--- src/rtl/ct_ciu_ebiuif_snpresp_pkg.sv ---
`default_nettype none
// ============================================================================
// ct_ciu_ebiuif_snpresp_pkg : shared constants/types for the snoop-response path
// Revision: 1.0
// ============================================================================
package ct_ciu_ebiuif_snpresp_pkg;

  localparam int CR_DEPTH  = 4;
  localparam int CD_BEATS  = 4;
  localparam int CRRESP_W  = 5;
  localparam int CRRESP_DT = 0;
  localparam int CD_W      = 128;

  typedef enum logic [1:0] {
    SRC_SNB0 = 2'd0,
    SRC_SNB1 = 2'd1,
    SRC_CTCQ = 2'd2
  } cr_src_e;

  localparam logic CD_SRC_SNB0 = 1'b0;
  localparam logic CD_SRC_SNB1 = 1'b1;

  // Source 'ofs' places after 'base' in the 3-entry round-robin ring.
  function automatic cr_src_e rr_step(cr_src_e base, logic [1:0] ofs);
    logic [2:0] sum;
    sum = {1'b0, base} + {1'b0, ofs};
    if (sum >= 3'd3) sum = sum - 3'd3;
    return cr_src_e'(sum[1:0]);
  endfunction

endpackage
`default_nettype wire

--- src/rtl/ct_ciu_snpresp_fifo.sv ---
`default_nettype none
// ============================================================================
// ct_ciu_snpresp_fifo : small synchronous FIFO, wrap-bit full/empty
// Revision: 1.0
// ============================================================================
module ct_ciu_snpresp_fifo #(
  parameter int WIDTH = 1,
  parameter int DEPTH = 4
) (
  input  logic             clk,
  input  logic             rst,
  input  logic             push_i,
  input  logic [WIDTH-1:0] data_i,
  input  logic             pop_i,
  output logic [WIDTH-1:0] data_o,
  output logic             full_o,
  output logic             empty_o
);

  localparam int AW = $clog2(DEPTH);

  logic [WIDTH-1:0] mem_q [DEPTH];
  logic [AW:0]      wptr_q;
  logic [AW:0]      rptr_q;

  always_ff @(posedge clk or posedge rst) begin
    if (rst) begin
      wptr_q <= '0;
      rptr_q <= '0;
    end else begin
      if (push_i) wptr_q <= wptr_q + 1'b1;
      if (pop_i)  rptr_q <= rptr_q + 1'b1;
    end
  end

  // Push into a full FIFO is legal only alongside a pop: the head slot is
  // read combinationally before the edge that overwrites it.
  always_ff @(posedge clk) begin
    if (push_i) mem_q[wptr_q[AW-1:0]] <= data_i;
  end

  assign data_o  = mem_q[rptr_q[AW-1:0]];
  assign empty_o = (wptr_q == rptr_q);
  assign full_o  = (wptr_q[AW] != rptr_q[AW]) && (wptr_q[AW-1:0] == rptr_q[AW-1:0]);

endmodule
`default_nettype wire

--- src/rtl/gated_clk_cell.sv ---
`default_nettype none
// ============================================================================
// gated_clk_cell : latch-based integrated clock gate
// Revision: 1.0
// ============================================================================
module gated_clk_cell (
  input  logic clk_in,
  input  logic global_en,
  input  logic module_en,
  input  logic local_en,
  input  logic external_en,
  input  logic pad_yy_icg_scan_en,
  output logic clk_out
);

  logic en_lat;

  // Enable is captured while the clock is low so clk_out never glitches.
  always_latch begin
    if (!clk_in) begin
      en_lat <= (global_en & (module_en | local_en | external_en)) | pad_yy_icg_scan_en;
    end
  end

  assign clk_out = clk_in & en_lat;

endmodule
`default_nettype wire

--- src/rtl/ct_ciu_ebiuif_snpresp.sv ---
`default_nettype none
// ============================================================================
// ct_ciu_ebiuif_snpresp : snoop CR queue/arbiter and ordered CD forward to EBIU
// Optional: CT_CIU_SNPRESP_CR_BYPASS_EN (same-cycle CR bypass when queue empty)
// Revision: 1.0
// ============================================================================
module ct_ciu_ebiuif_snpresp
  import ct_ciu_ebiuif_snpresp_pkg::*;
(
  input  logic                forever_cpuclk,
  input  logic                cpurst,
  input  logic                snb0_ebiuif_crvalid,
  input  logic                snb1_ebiuif_crvalid,
  input  logic                ctcq_ebiuif_crvalid,
  input  logic [CRRESP_W-1:0] snb0_ebiuif_crresp,
  input  logic [CRRESP_W-1:0] snb1_ebiuif_crresp,
  input  logic [CRRESP_W-1:0] ctcq_ebiuif_crresp,
  output logic                ebiuif_snb0_cr_grant,
  output logic                ebiuif_snb1_cr_grant,
  output logic                ebiuif_ctcq_cr_grant,
  input  logic                snb0_ebiuif_cdvalid,
  input  logic                snb1_ebiuif_cdvalid,
  input  logic [CD_W-1:0]     snb0_ebiuif_cddata,
  input  logic [CD_W-1:0]     snb1_ebiuif_cddata,
  output logic                ebiuif_snb0_cd_grant,
  output logic                ebiuif_snb1_cd_grant,
  output logic                ebiuif_ebiu_crvalid,
  output logic [CRRESP_W-1:0] ebiuif_ebiu_crresp,
  input  logic                ebiu_ebiuif_cr_grant,
  output logic                ebiuif_ebiu_cdvalid,
  output logic [CD_W-1:0]     ebiuif_ebiu_cddata,
  output logic                ebiuif_ebiu_cdlast,
  input  logic                ebiu_ebiuif_cd_grant,
  output logic                ebiuif_snpresp_idle
);

  localparam int CNT_W = $clog2(CD_BEATS);
  localparam logic [CNT_W-1:0] LAST_BEAT = CNT_W'(CD_BEATS - 1);

  logic                gclk;
  logic                local_en;
  logic [2:0]          crv;
  logic [CRRESP_W-1:0] src_resp [3];
  cr_src_e             rr_ptr_q, rr_ptr_d;
  cr_src_e             win_id;
  logic                win_vld;
  logic [CRRESP_W-1:0] win_resp;
  logic                cr_ok;
  logic                cr_push, cr_pop, cr_full, cr_empty;
  logic [CRRESP_W-1:0] cr_head;
  logic                ord_push, ord_pop, ord_full, ord_empty;
  logic                ord_head;
  logic [CNT_W-1:0]    beat_cnt_q, beat_cnt_d;
  logic                beat_last;
  logic                beat_go;
  logic                sel_cdvalid;

  assign crv         = {ctcq_ebiuif_crvalid, snb1_ebiuif_crvalid, snb0_ebiuif_crvalid};
  assign src_resp[0] = snb0_ebiuif_crresp;
  assign src_resp[1] = snb1_ebiuif_crresp;
  // DVM responses from the CTC queue never carry data.
  assign src_resp[2] = {ctcq_ebiuif_crresp[CRRESP_W-1:1], 1'b0};

  assign local_en = (|crv) | ~cr_empty | ~ord_empty;

  gated_clk_cell u_gated_clk (
    .clk_in             (forever_cpuclk),
    .global_en          (1'b1),
    .module_en          (1'b0),
    .local_en           (local_en),
    .external_en        (1'b0),
    .pad_yy_icg_scan_en (1'b0),
    .clk_out            (gclk)
  );

  always_comb begin
    cr_src_e cand;
    win_vld = 1'b0;
    win_id  = rr_ptr_q;
    cand    = rr_ptr_q;
    for (int k = 0; k < 3; k++) begin
      cand = rr_step(rr_ptr_q, 2'(k));
      if (!win_vld && crv[cand]) begin
        win_vld = 1'b1;
        win_id  = cand;
      end
    end
  end

  assign win_resp = src_resp[win_id];
  assign cr_pop   = ebiu_ebiuif_cr_grant & ~cr_empty;
  assign beat_go  = ebiuif_ebiu_cdvalid & ebiu_ebiuif_cd_grant;
  assign beat_last = (beat_cnt_q == LAST_BEAT);
  assign ord_pop  = beat_go & beat_last;

  // Blocked winner grants nobody; pop-then-push lets a full queue accept.
  assign cr_ok = win_vld & ~cpurst
               & (~cr_full | cr_pop)
               & (~win_resp[CRRESP_DT] | ~ord_full | ord_pop);

  assign ebiuif_snb0_cr_grant = cr_ok & (win_id == SRC_SNB0);
  assign ebiuif_snb1_cr_grant = cr_ok & (win_id == SRC_SNB1);
  assign ebiuif_ctcq_cr_grant = cr_ok & (win_id == SRC_CTCQ);
  assign rr_ptr_d             = cr_ok ? rr_step(win_id, 2'd1) : rr_ptr_q;

  assign ord_push = cr_ok & win_resp[CRRESP_DT];

`ifdef CT_CIU_SNPRESP_CR_BYPASS_EN
  logic cr_byp;
  assign cr_byp              = cr_ok & cr_empty;
  assign cr_push             = cr_ok & ~(cr_byp & ebiu_ebiuif_cr_grant);
  assign ebiuif_ebiu_crvalid = ~cr_empty | cr_byp;
  assign ebiuif_ebiu_crresp  = ~cr_empty ? cr_head : (cr_byp ? win_resp : '0);
`else
  assign cr_push             = cr_ok;
  assign ebiuif_ebiu_crvalid = ~cr_empty;
  assign ebiuif_ebiu_crresp  = cr_empty ? '0 : cr_head;
`endif

  ct_ciu_snpresp_fifo #(
    .WIDTH (CRRESP_W),
    .DEPTH (CR_DEPTH)
  ) u_cr_fifo (
    .clk     (gclk),
    .rst     (cpurst),
    .push_i  (cr_push),
    .data_i  (win_resp),
    .pop_i   (cr_pop),
    .data_o  (cr_head),
    .full_o  (cr_full),
    .empty_o (cr_empty)
  );

  ct_ciu_snpresp_fifo #(
    .WIDTH (1),
    .DEPTH (CR_DEPTH)
  ) u_ord_fifo (
    .clk     (gclk),
    .rst     (cpurst),
    .push_i  (ord_push),
    .data_i  (win_id == SRC_SNB1),
    .pop_i   (ord_pop),
    .data_o  (ord_head),
    .full_o  (ord_full),
    .empty_o (ord_empty)
  );

  assign sel_cdvalid = (ord_head == CD_SRC_SNB1) ? snb1_ebiuif_cdvalid : snb0_ebiuif_cdvalid;

  assign ebiuif_ebiu_cdvalid  = ~ord_empty & sel_cdvalid;
  assign ebiuif_ebiu_cddata   = ord_empty ? '0 :
                                ((ord_head == CD_SRC_SNB1) ? snb1_ebiuif_cddata : snb0_ebiuif_cddata);
  assign ebiuif_ebiu_cdlast   = ebiuif_ebiu_cdvalid & beat_last;
  assign ebiuif_snb0_cd_grant = beat_go & (ord_head == CD_SRC_SNB0);
  assign ebiuif_snb1_cd_grant = beat_go & (ord_head == CD_SRC_SNB1);

  assign beat_cnt_d = beat_go ? (beat_last ? '0 : beat_cnt_q + 1'b1) : beat_cnt_q;

  always_ff @(posedge gclk or posedge cpurst) begin
    if (cpurst) begin
      rr_ptr_q   <= SRC_SNB0;
      beat_cnt_q <= '0;
    end else begin
      rr_ptr_q   <= rr_ptr_d;
      beat_cnt_q <= beat_cnt_d;
    end
  end

  assign ebiuif_snpresp_idle = cr_empty & ord_empty & (beat_cnt_q == '0);

endmodule
`default_nettype wire

--- config.mk ---
export PLATFORM = sky130hd
export DESIGN_NAME = ct_ciu_ebiuif_snpresp
export DESIGN_NICKNAME = d
export VERILOG_FILES = /design/src/rtl/ct_ciu_ebiuif_snpresp_pkg.sv /design/src/rtl/ct_ciu_snpresp_fifo.sv /design/src/rtl/gated_clk_cell.sv /design/src/rtl/ct_ciu_ebiuif_snpresp.sv
export SDC_FILE = /design/constraint.sdc
export NUM_CORES = 1
export LEC_CHECK = 0
export ABC_CLOCK_PERIOD_IN_PS = 5400
export CAP_MARGIN = 20
export CORE_AREA = 4 4 160 162
export DETAILED_ROUTE_END_ITERATION = 10
export DIE_AREA = 0 0 164 166
export PLACE_DENSITY = 0.61
export SETUP_SLACK_MARGIN = 0.5
export SYNTH_ARGS = -nofsm -noshare
export SYNTH_HDL_FRONTEND = slang
export SYNTH_HIERARCHICAL = 1
export SYNTH_SLANG_ARGS = --single-unit
export TNS_END_PERCENT = 10
--- constraint.sdc ---
create_clock -name vclk -period 5.4
set_input_delay 0.81 -clock vclk [all_inputs]
set_output_delay 0.81 -clock vclk [all_outputs]
set_load 0.01 [all_outputs]
==> flow_summary_export.csv, run 1 <==
group,metric,value,unit
global_route,grt_pass1_wl,32000,microns
place,port-buffer-count,421,
setup_path,cp_common_cell,"sky130_fd_sc_hd__clkdlybuf4s50_1",
setup_path,cp.arrival,3490,ps
sta,max_clock_freq,0.233,GHz
power,p_sw_share,37.1,%
sta,max_slew_margin,29.1,%
floorplan,die_h,166,microns
setup_path,critical_path_peak_fanout,6,
sta,rsz0062_at_grt,"false",
synthesis,yosys.cell_types.count,52,
clock_tree,cts_hold_buffers,0,
setup_path,timing.critical_path.from_type,"input port",
hold_path,min-delay-path-class,"in -> out",
clock_tree,cts.repair_timing.setup_buffer_count,0,
setup_path,cp_top_family,"buffers and inverters",
floorplan,initial_core_util,18.1,%
global_route,grt_pass1_vias,4894,
power,clkPwrFrac,0,%
setup_path,worst-setup-path-type,"in -> out",
power,cellInternalPower,0.428,mW
power,power_frac_seq,5.5,%
floorplan,dieWidth,164,microns
power,switching_power_of_the_nets,0.252,mW
routing,wire_per_inst,18.8,microns
sta,setup-violations-final,0,
routing,viasPerCell,4.07,
setup_path,critPathCaptureType,"output pin",
power,static-leakage-power,3.74,nW
synthesis,cell_count_after_synthesis,495,
layout,drive_above_1_share,2.92,%
synthesis,yosys_warnings,6,
place,globalplace.congestion,0.853,
synthesis,number_of_flops_mapped_to_enable_cells_by_yosys,24,
setup_path,worst-path-buf-inv,3,
layout,finalCoreUtilization,37.0,%
floorplan,floorplan.die_area,27200,sq um
floorplan,core_area,24100,sq um
global_route,antenna_found_initial,3,
sta,tightest_slew,1060,ps
status,run_status,"completed",
synthesis,post_synthesis_async_set_or_reset_flop_share,39.0,%
synthesis,ys_ff_latch,41,
layout,post_synthesis_to_final_layout_area_growth,105,%
sta,max_slew_violations,0,
sta,final_period_minus_worst_setup_slack,4300,ps
routing,via_count,4956,
synthesis,most_used_flip_flop_cell_after_synthesis,"sky130_fd_sc_hd__edfxtp_1",
sta,layout_worst_path_cycle_share,79.6,%
global_route,gr_usage_total,15.2,%
place,hpwlAfterDp,20000,microns
setup_path,worst-path-stages,10,
floorplan,rows,57,
power,powerDensity,76.2,nW/um^2
sta,hold_violations,0,
synthesis,average_instance_area_after_synthesis,8.81,sq um
setup_path,critical_path.cell_chain,"clkdlybuf4s50_1 > mux2i_1 > mux2_2 > a311oi_2 > o22ai_2 > inv_1 > ha_1 > and2_1 > o31a_1 > clkdlybuf4s50_1",
sta,untimed_endpoints,72,
global_route,global_route.overflow_total,0,
setup_path,cp-startpoint,"snb1_ebiuif_crvalid",
flow_run,cap_viol_max_count,0,
routing,drt_iter0_markers,227,
routing,drt-pass1-iter-count,4,
sta,totalNegativeSetupSlack,0,ps
setup_path,critical_path.max_stage_delay,570,ps
routing,route.antenna.remaining_nets,0,
routing,routed_wirelength,22900,microns
clock_tree,ctsResizeCount,0,
routing,drc_errors,0,
setup_path,cp_max_stage_cell,"sky130_fd_sc_hd__clkdlybuf4s50_1",
synthesis,post_synthesis_cell_area,4360,sq um
layout,final_nets,1192,
setup_path,timing.critical_path.required,4590,ps
power,power_frac_comb,94.5,%
layout,layout.filler_cells,2487,
global_route,grt_start_max_net_pins,72,
power,ir_drop,34.2,uV
floorplan,pin_count,422,
setup_path,endpoint,"ebiuif_snb1_cr_grant",
sta,unclocked_pins,41,
sequential cells by signal, indices dropped and copies added (netlist names):
register            cells
u_cr_fifo/mem_q        20
u_ord_fifo/mem_q        4
u_cr_fifo/rptr_q        3
u_cr_fifo/wptr_q        3
u_ord_fifo/rptr_q       3
u_ord_fifo/wptr_q       3
beat_cnt_q              2
rr_ptr_q                2
u_gated_clk/en_lat      1
synth_stat cells (3+ instances only):
cell type                   number  share of area [%]
sky130_fd_sc_hd__mux4_2          6                3.1
sky130_fd_sc_hd__buf_6           4                1.0
sky130_fd_sc_hd__clkbuf_1       21                1.8
sky130_fd_sc_hd__buf_1          10               0.86
sky130_fd_sc_hd__nor2_1        134                 12
sky130_fd_sc_hd__mux2_2          3               0.77
sky130_fd_sc_hd__dfrtp_1        16                9.2
sky130_fd_sc_hd__nand2_1         9               0.77
sky130_fd_sc_hd__xnor2_1         4               0.80
sky130_fd_sc_hd__nand3_1         4               0.46
sky130_fd_sc_hd__inv_1          18                1.5
sky130_fd_sc_hd__and2_1         14                2.0
sky130_fd_sc_hd__and3_1          3               0.43
sky130_fd_sc_hd__nor2b_1         8                1.1
sky130_fd_sc_hd__edfxtp_1       24                 17
sky130_fd_sc_hd__o2bb2ai_1       4               0.80
sky130_fd_sc_hd__o21ai_0         5               0.57
sky130_fd_sc_hd__xor2_1         10                2.0
sky130_fd_sc_hd__mux2i_1       135                 31
sky130_fd_sc_hd__ha_1           19                5.5
sky130_fd_sc_hd__nor3_1          4               0.46
logic make-up after synthesis:
| family | count (synthesis) | share of synthesized area (%) |
|---|---|---|
| DFF | 40 | 25.7 |
| AOI/OAI and AO/OA | 29 | 5.40 |
| latches | 1 | 0.344 |
| muxes | 146 | 35.4 |
| buffers and inverters | 54 | 5.37 |
| adders and majority gates | 19 | 5.45 |
| xor gates and xnor gates | 14 | 2.81 |
| other | 2 | 0.172 |
| and+or+nand+nor | 190 | 19.3 |
cell type report:
| class | count | area, sq um | share of cell area (%) |
|---|---|---|---|
| diodes | 3 | 7.51 | 0.0841 |
| inverters | 18 | 67.6 | 0.757 |
| multi-input cells | 403 | 3010 | 33.7 |
| flip-flops and latches | 41 | 1140 | 12.7 |
| well taps | 324 | 405 | 4.54 |
| repair buffers | 429 | 4300 | 48.2 |
through the flow:
step                cells  total power, mW  hold WS [ps]  setup WS [ps]  cell area, sq um
floorplan             498            0.264          1800           2200              4370
global placement     1213            0.681          2650           1170              8880
detailed placement   1214            0.686          2650           1130              8900
CTS                  1214            0.688          2650           1100              8900
global route         1218            0.731          2680            897              8930
finish               1218            0.680          2650           1100              8930
layout by cell type, fill, tap and decap left out, types with 2 or more instances in the layout:
cell type	instances
sky130_fd_sc_hd__o31a_1	2
sky130_fd_sc_hd__or3_1	2
sky130_fd_sc_hd__and3_1	3
sky130_fd_sc_hd__o211ai_1	2
sky130_fd_sc_hd__dfrtp_1	16
sky130_fd_sc_hd__o21a_1	2
sky130_fd_sc_hd__o21ai_0	5
sky130_fd_sc_hd__clkdlybuf4s50_1	421
sky130_fd_sc_hd__buf_4	6
sky130_fd_sc_hd__edfxtp_1	24
sky130_fd_sc_hd__ha_1	19
sky130_fd_sc_hd__nor2_1	134
sky130_fd_sc_hd__nand2_1	9
sky130_fd_sc_hd__xnor2_1	4
sky130_fd_sc_hd__conb_1	5
sky130_fd_sc_hd__mux2i_1	135
sky130_fd_sc_hd__o2bb2ai_1	4
sky130_fd_sc_hd__inv_1	18
sky130_fd_sc_hd__nand3_1	4
sky130_fd_sc_hd__nor2b_1	8
sky130_fd_sc_hd__mux2_2	3
sky130_fd_sc_hd__nor3_1	4
sky130_fd_sc_hd__xor2_1	10
sky130_fd_sc_hd__diode_2	3
sky130_fd_sc_hd__a221oi_1	2
sky130_fd_sc_hd__and2_1	14
sky130_fd_sc_hd__o311a_1	2
sky130_fd_sc_hd__mux4_2	5
sky130_fd_sc_hd__a31oi_1	2
power groups by stage:
stage,registers [mW],clock network [mW],logic (mW)
after detailed placement,0.0380,0,0.648
after global placement,0.0377,0,0.644
after global routing,0.0387,0.0000000746,0.692
final,0.0376,0.0000000746,0.642
after floorplan,0.0356,0,0.229
after CTS,0.0380,0,0.650
worst min-delay path by stage:
stage,startpoint,endpoint,slack (ps),cells past startpoint
after floorplan,snb0_ebiuif_cddata[0],ebiuif_ebiu_cddata[0],1800,2
after global placement,snb0_ebiuif_cddata[70],ebiuif_ebiu_cddata[70],2650,4
after detailed placement,snb0_ebiuif_cddata[0],ebiuif_ebiu_cddata[0],2650,4
after CTS,snb0_ebiuif_cddata[0],ebiuif_ebiu_cddata[0],2650,4
after global routing,snb0_ebiuif_cddata[72],ebiuif_ebiu_cddata[72],2680,4
final,snb0_ebiuif_cddata[0],ebiuif_ebiu_cddata[0],2650,4
routing by layer:
layer	global-route usage (%)	vias to the layer above	routed length (microns)
li1	-	2502	-
met1	17.3	2267	8760
met2	28.7	177	11900
met3	4.39	10	2010
met4	1.90	0	223
met5	0	-	0
Power figures use the tool's default switching activity.
==> run 2, diff against run 1 <==
--- a/config.mk
+++ b/config.mk
@@ -5,7 +5,7 @@
 export SDC_FILE = /design/constraint.sdc
 export NUM_CORES = 1
 export LEC_CHECK = 0
-export ABC_CLOCK_PERIOD_IN_PS = 5400
+export ABC_CLOCK_PERIOD_IN_PS = 4110
 export CAP_MARGIN = 20
 export CORE_AREA = 4 4 160 162
 export DETAILED_ROUTE_END_ITERATION = 10
==> constraint.sdc (replaced) <==
create_clock -name vclk -period 4.11
set_input_delay 0.6165 -clock vclk [all_inputs]
set_output_delay 0.6165 -clock vclk [all_outputs]
set_load 0.01 [all_outputs]
==> run 2 against run 1 <==
Net effect: sequential power up 32%; worst setup slack worse by 540 ps; worst hold slack worse by 380 ps; combinational power up 33%; die area unchanged; critical endpoint is now ebiuif_snb0_cr_grant; largest power group unchanged.
==> flow_summary_export.csv, run 2 (synthesized netlist as in run 1, its figures left out) <==
group,metric,value,unit
status,run_status,"completed",
layout,final_area,8950,sq um
place,hpwlAfterDp,20000,microns
power,ir_drop,59.3,uV
setup_path,timing.critical_path.required,3490,ps
setup_path,critical_path_peak_fanout,8,
hold_path,min-delay-path-class,"in -> out",
setup_path,endpoint,"ebiuif_snb0_cr_grant",
routing,routed_wirelength,23100,microns
routing,drc_errors,0,
sta,layout_worst_path_cycle_share,86.3,%
place,postPlaceCellArea,8900,sq um
setup_path,timing.critical_path.from_type,"input port",
power,cellInternalPower,0.566,mW
sta,final_period_minus_worst_setup_slack,3550,ps
floorplan,pin_count,422,
floorplan,core_area,24100,sq um
global_route,gr_usage_total,15.5,%
power,power_frac_comb,94.5,%
layout,post_synthesis_to_final_layout_area_growth,105,%
sta,tightest_slew,1140,ps
global_route,grt_pass1_wl,32400,microns
sta,max_slew_margin,23.8,%
setup_path,critPathCaptureType,"output pin",
routing,via_count,5035,
layout,most-common-layout-cells,"sky130_fd_sc_hd__clkdlybuf4s50_1, sky130_fd_sc_hd__mux2i_1, sky130_fd_sc_hd__nor2_1, sky130_fd_sc_hd__edfxtp_1, sky130_fd_sc_hd__ha_1",
power,static-leakage-power,3.80,nW
sta,unclocked_pins,41,
setup_path,cp-startpoint,"ctcq_ebiuif_crvalid",
clock_tree,cts_hold_buffers,0,
layout,drive_above_1_share,3.46,%
power,powerDensity,101,nW/um^2
global_route,grt_pass1_vias,5018,
power,clkPwrFrac,0,%
routing,wire_per_inst,18.9,microns
setup_path,cp.arrival,2930,ps
global_route,global_route.overflow_total,0,
routing,drt_iter0_markers,249,
floorplan,floorplan.die_area,27200,sq um
hold_path,hold-path-cell-count,4,
sta,hold_violations,0,
setup_path,worst-setup-path-type,"in -> out",
floorplan,rows,57,
routing,route.antenna.remaining_nets,0,
sta,setup-violations-final,0,
power,switching_power_of_the_nets,0.335,mW
sta,max_clock_freq,0.282,GHz
layout,area_of_the_multi_input_gates,3010,sq um
layout,largest_reg_flops,20,
global_route,antenna_found_initial,3,
sta,max_slew_violations,0,
floorplan,initial_core_util,18.1,%
sta,rsz0062_at_grt,"true",
global_route,grt_start_max_net_pins,76,
layout,final_nets,1197,
routing,viasPerCell,4.12,
sta,untimed_endpoints,72,
place,port-buffer-count,421,
floorplan,dieWidth,164,microns
power,p_sw_share,37.1,%
layout,most_common_cell_after_layout_fill_and_taps_aside,"sky130_fd_sc_hd__clkdlybuf4s50_1",
layout,reg_area,1140,sq um
flow_run,cap_viol_max_count,0,
floorplan,die_h,166,microns
routing,drt-pass1-iter-count,4,
power,power_frac_seq,5.5,%
layout,layout.filler_cells,2499,
sta,totalNegativeSetupSlack,0,ps
place,globalplace.congestion,0.886,
run 2: how the worst min path moves through the flow:
stage,startpoint,slack (ps),to
2_1_floorplan,snb0_ebiuif_cddata[0],1420,ebiuif_ebiu_cddata[0]
3_3_place_gp,snb0_ebiuif_cddata[30],2260,ebiuif_ebiu_cddata[30]
3_5_place_dp,snb0_ebiuif_cddata[2],2270,ebiuif_ebiu_cddata[2]
4_1_cts,snb0_ebiuif_cddata[81],2270,ebiuif_ebiu_cddata[81]
5_1_grt,snb0_ebiuif_cddata[12],2280,ebiuif_ebiu_cddata[12]
6_report,snb0_ebiuif_cddata[81],2270,ebiuif_ebiu_cddata[81]
run 2: per-layer routing:
metal	global-route usage (%)	vias up	share of wire, %
li1	-	2513	-
met1	17.6	2328	37
met2	29.3	184	52
met3	4.82	10	9.7
met4	1.02	0	0.71
met5	0	-	0
run 2: final cells by class:
type / instances / area share [%]
timing repair buffer: 434 / 48.4
multi-input combinational: 403 / 33.6
sequential: 41 / 12.7
tap: 324 / 4.53
inverter: 18 / 0.755
antenna: 2 / 0.0559
run 2: power groups by stage:
stage             Clock, mW  Combinational [mW]  Sequential (mW)
2_1_floorplan             0               0.301           0.0468
3_3_place_gp              0               0.851           0.0495
3_5_place_dp              0               0.854           0.0499
4_1_cts                   0               0.859           0.0499
5_1_grt        0.0000000652               0.920           0.0508
6_report       0.0000000652               0.852           0.0495
run 2: timing repair:
item,4_1_cts,5_1_grt
buffers inserted,3,0
gates cloned,0,0
pin swaps,2,0
gates resized for setup,3,2
setup endpoints to repair,3,2
run 2: metrics by stage:
stage	hold slack, ps	worst slack (ps)	total power [mW]	util, %	instances
floorplan	1420	1300	0.347	-	498
global placement	2260	386	0.900	36.9	1216
detailed placement	2270	350	0.904	36.9	1216
CTS	2270	403	0.909	37.0	1219
global route	2280	468	0.971	37.1	1222
finish	2270	561	0.901	37.1	1222
run 2: critical path: stages:
cell,delay [ps]
sky130_fd_sc_hd__dlygate4sd2_1,290
sky130_fd_sc_hd__mux2i_1,200
sky130_fd_sc_hd__buf_4,140
sky130_fd_sc_hd__nand4_1,90
sky130_fd_sc_hd__o21a_1,160
sky130_fd_sc_hd__a311o_1,400
sky130_fd_sc_hd__and2_4,180
sky130_fd_sc_hd__o311a_1,360
sky130_fd_sc_hd__clkdlybuf4s50_1,490
==> run 3, diff against run 2 <==
--- a/config.mk
+++ b/config.mk
@@ -11,6 +11,7 @@
 export DETAILED_ROUTE_END_ITERATION = 10
 export DIE_AREA = 0 0 164 166
 export PLACE_DENSITY = 0.61
+export RECOVER_POWER = 50
 export SETUP_SLACK_MARGIN = 0.5
 export SYNTH_ARGS = -nofsm -noshare
 export SYNTH_HDL_FRONTEND = slang
==> run 3 against run 2 <==
Net effect: die area unchanged; power down 2.4%; global-route usage unchanged; sequential power about the same; critical endpoint unchanged.
==> flow_summary_export.csv, run 3 (synthesized netlist as in run 1, its figures left out) <==
group,metric,value,unit
place,globalplace.congestion,0.886,
sta,setup-violations-final,0,
power,clkPwrFrac,0,%
setup_path,timing.critical_path.from_type,"input port",
power,power_frac_comb,94.4,%
power,switching_power_of_the_nets,0.332,mW
routing,route.antenna.remaining_nets,0,
floorplan,floorplan.die_area,27200,sq um
floorplan,die_h,166,microns
setup_path,worst-path-buf-inv,3,
layout,finalCoreUtilization,37.1,%
layout,area_of_the_multi_input_gates,3010,sq um
sta,totalNegativeSetupSlack,0,ps
place,hpwlAfterDp,20000,microns
power,static-leakage-power,3.85,nW
global_route,grt_pass1_vias,5018,
layout,most-common-layout-cells,"sky130_fd_sc_hd__clkdlybuf4s50_1, sky130_fd_sc_hd__mux2i_1, sky130_fd_sc_hd__nor2_1, sky130_fd_sc_hd__dlygate4sd3_1, sky130_fd_sc_hd__edfxtp_1",
routing,viasPerCell,4.13,
power,power_frac_seq,5.6,%
layout,post_synthesis_to_final_layout_area_growth,105,%
setup_path,cp_top_family,"compound AO/OA/AOI/OAI gates",
power,total_power_after_layout,0.880,mW
setup_path,worst-path-stages,9,
routing,drt_iter0_markers,248,
power,ir_drop,59.7,uV
setup_path,endpoint,"ebiuif_snb0_cr_grant",
power,cellInternalPower,0.548,mW
routing,drc_errors,0,
global_route,gr_usage_total,15.5,%
routing,routed_wirelength,23000,microns
setup_path,cp.arrival,2930,ps
setup_path,critical_path_peak_fanout,8,
global_route,grt_start_max_net_pins,76,
routing,drt-pass1-iter-count,4,
global_route,antenna_found_initial,3,
power,p_sw_share,37.8,%
routing,wire_per_inst,18.9,microns
global_route,grt_pass1_wl,32400,microns
sta,layout_worst_path_cycle_share,86.2,%
power,powerDensity,98.2,nW/um^2
setup_path,critPathCaptureType,"output pin",
layout,drive_above_1_share,3.46,%
status,run_status,"completed",
layout,reg_area,1140,sq um
sta,hold_violations,0,
sta,max_clock_freq,0.282,GHz
floorplan,dieWidth,164,microns
layout,final_nets,1197,
global_route,global_route.overflow_total,0,
sta,unclocked_pins,41,
setup_path,cp-startpoint,"ctcq_ebiuif_crvalid",
setup_path,critical_path.max_stage_delay,490,ps
layout,largest_reg_flops,20,
sta,max_slew_violations,0,
place,port-buffer-count,421,
setup_path,worst-setup-path-type,"in -> out",
floorplan,rows,57,
sta,untimed_endpoints,72,
setup_path,timing.critical_path.required,3490,ps
sta,rsz0062_at_grt,"true",
sta,final_period_minus_worst_setup_slack,3540,ps
setup_path,critical_path.cell_chain,"dlygate4sd2_1 > mux2i_1 > buf_4 > nand4_1 > o21a_1 > a311o_1 > and2_4 > o311a_1 > clkdlybuf4s50_1",
layout,most_common_cell_after_layout_fill_and_taps_aside,"sky130_fd_sc_hd__clkdlybuf4s50_1",
routing,via_count,5051,
setup_path,cp_max_stage_cell,"sky130_fd_sc_hd__clkdlybuf4s50_1",
floorplan,pin_count,422,
floorplan,initial_core_util,18.1,%
sta,max_slew_margin,23.7,%
sta,tightest_slew,1140,ps
clock_tree,cts_hold_buffers,0,
hold_path,min-delay-path-class,"in -> out",
layout,layout.filler_cells,2499,
flow_run,cap_viol_max_count,0,
floorplan,core_area,24100,sq um
## run 3: metal layers
metal	part of all wire, %	vias to the layer above	track usage (%)	wire length [microns]
li1	-	2509	-	-
met1	37	2344	17.6	8590
met2	52	190	29.3	12000
met3	9.9	8	4.82	2270
met4	0.66	0	1.02	153
met5	0	-	0	0
## run 3: repair_timing
item,4_1_cts,5_1_grt
pin swaps,2,0
gates resized for setup,3,2
setup endpoints to repair,3,2
setup buffers,3,0
## run 3: tightest hold or removal path, stage by stage
cell	delay, ps
sky130_fd_sc_hd__clkdlybuf4s50_1	400
sky130_fd_sc_hd__mux2i_1	130
sky130_fd_sc_hd__nor2_1	50
sky130_fd_sc_hd__clkdlybuf4s50_1	470
## run 3: worst min-delay path by stage
stage                       startpoint                      end  cells past startpoint
6_report         snb0_ebiuif_cddata[0]    ebiuif_ebiu_cddata[0]                      4
5_1_grt        snb0_ebiuif_cddata[114]  ebiuif_ebiu_cddata[114]                      4
4_1_cts         snb0_ebiuif_cddata[81]   ebiuif_ebiu_cddata[81]                      4
3_5_place_dp     snb0_ebiuif_cddata[2]    ebiuif_ebiu_cddata[2]                      4
3_3_place_gp    snb0_ebiuif_cddata[30]   ebiuif_ebiu_cddata[30]                      4
2_1_floorplan    snb0_ebiuif_cddata[0]    ebiuif_ebiu_cddata[0]                      2
## run 3: power groups by stage
stage          combinational (mW)  sequential (mW)    clock [mW]
5_1_grt                     0.899           0.0508  0.0000000652
4_1_cts                     0.859           0.0499             0
3_5_place_dp                0.854           0.0499             0
2_1_floorplan               0.301           0.0468             0
6_report                    0.830           0.0496  0.0000000652
3_3_place_gp                0.851           0.0495             0
## run 3: cell type report
cell class                      count  area share [%]
Antenna cell                        2          0.0559
Tap cell                          324            4.53
Sequential cell                    41            12.7
Multi-Input combinational cell    403            33.6
Timing Repair Buffer              434            48.4
Inverter                           18           0.755
## run 3: metrics by stage
step	std cells	hold slack [ps]	setup WS, ps	cell area, sq um
floorplan	498	1420	1300	4370
global placement	1216	2260	386	8900
detailed placement	1216	2270	350	8900
CTS	1219	2270	403	8920
global route	1222	2330	468	8950
finish	1222	2270	567	8950
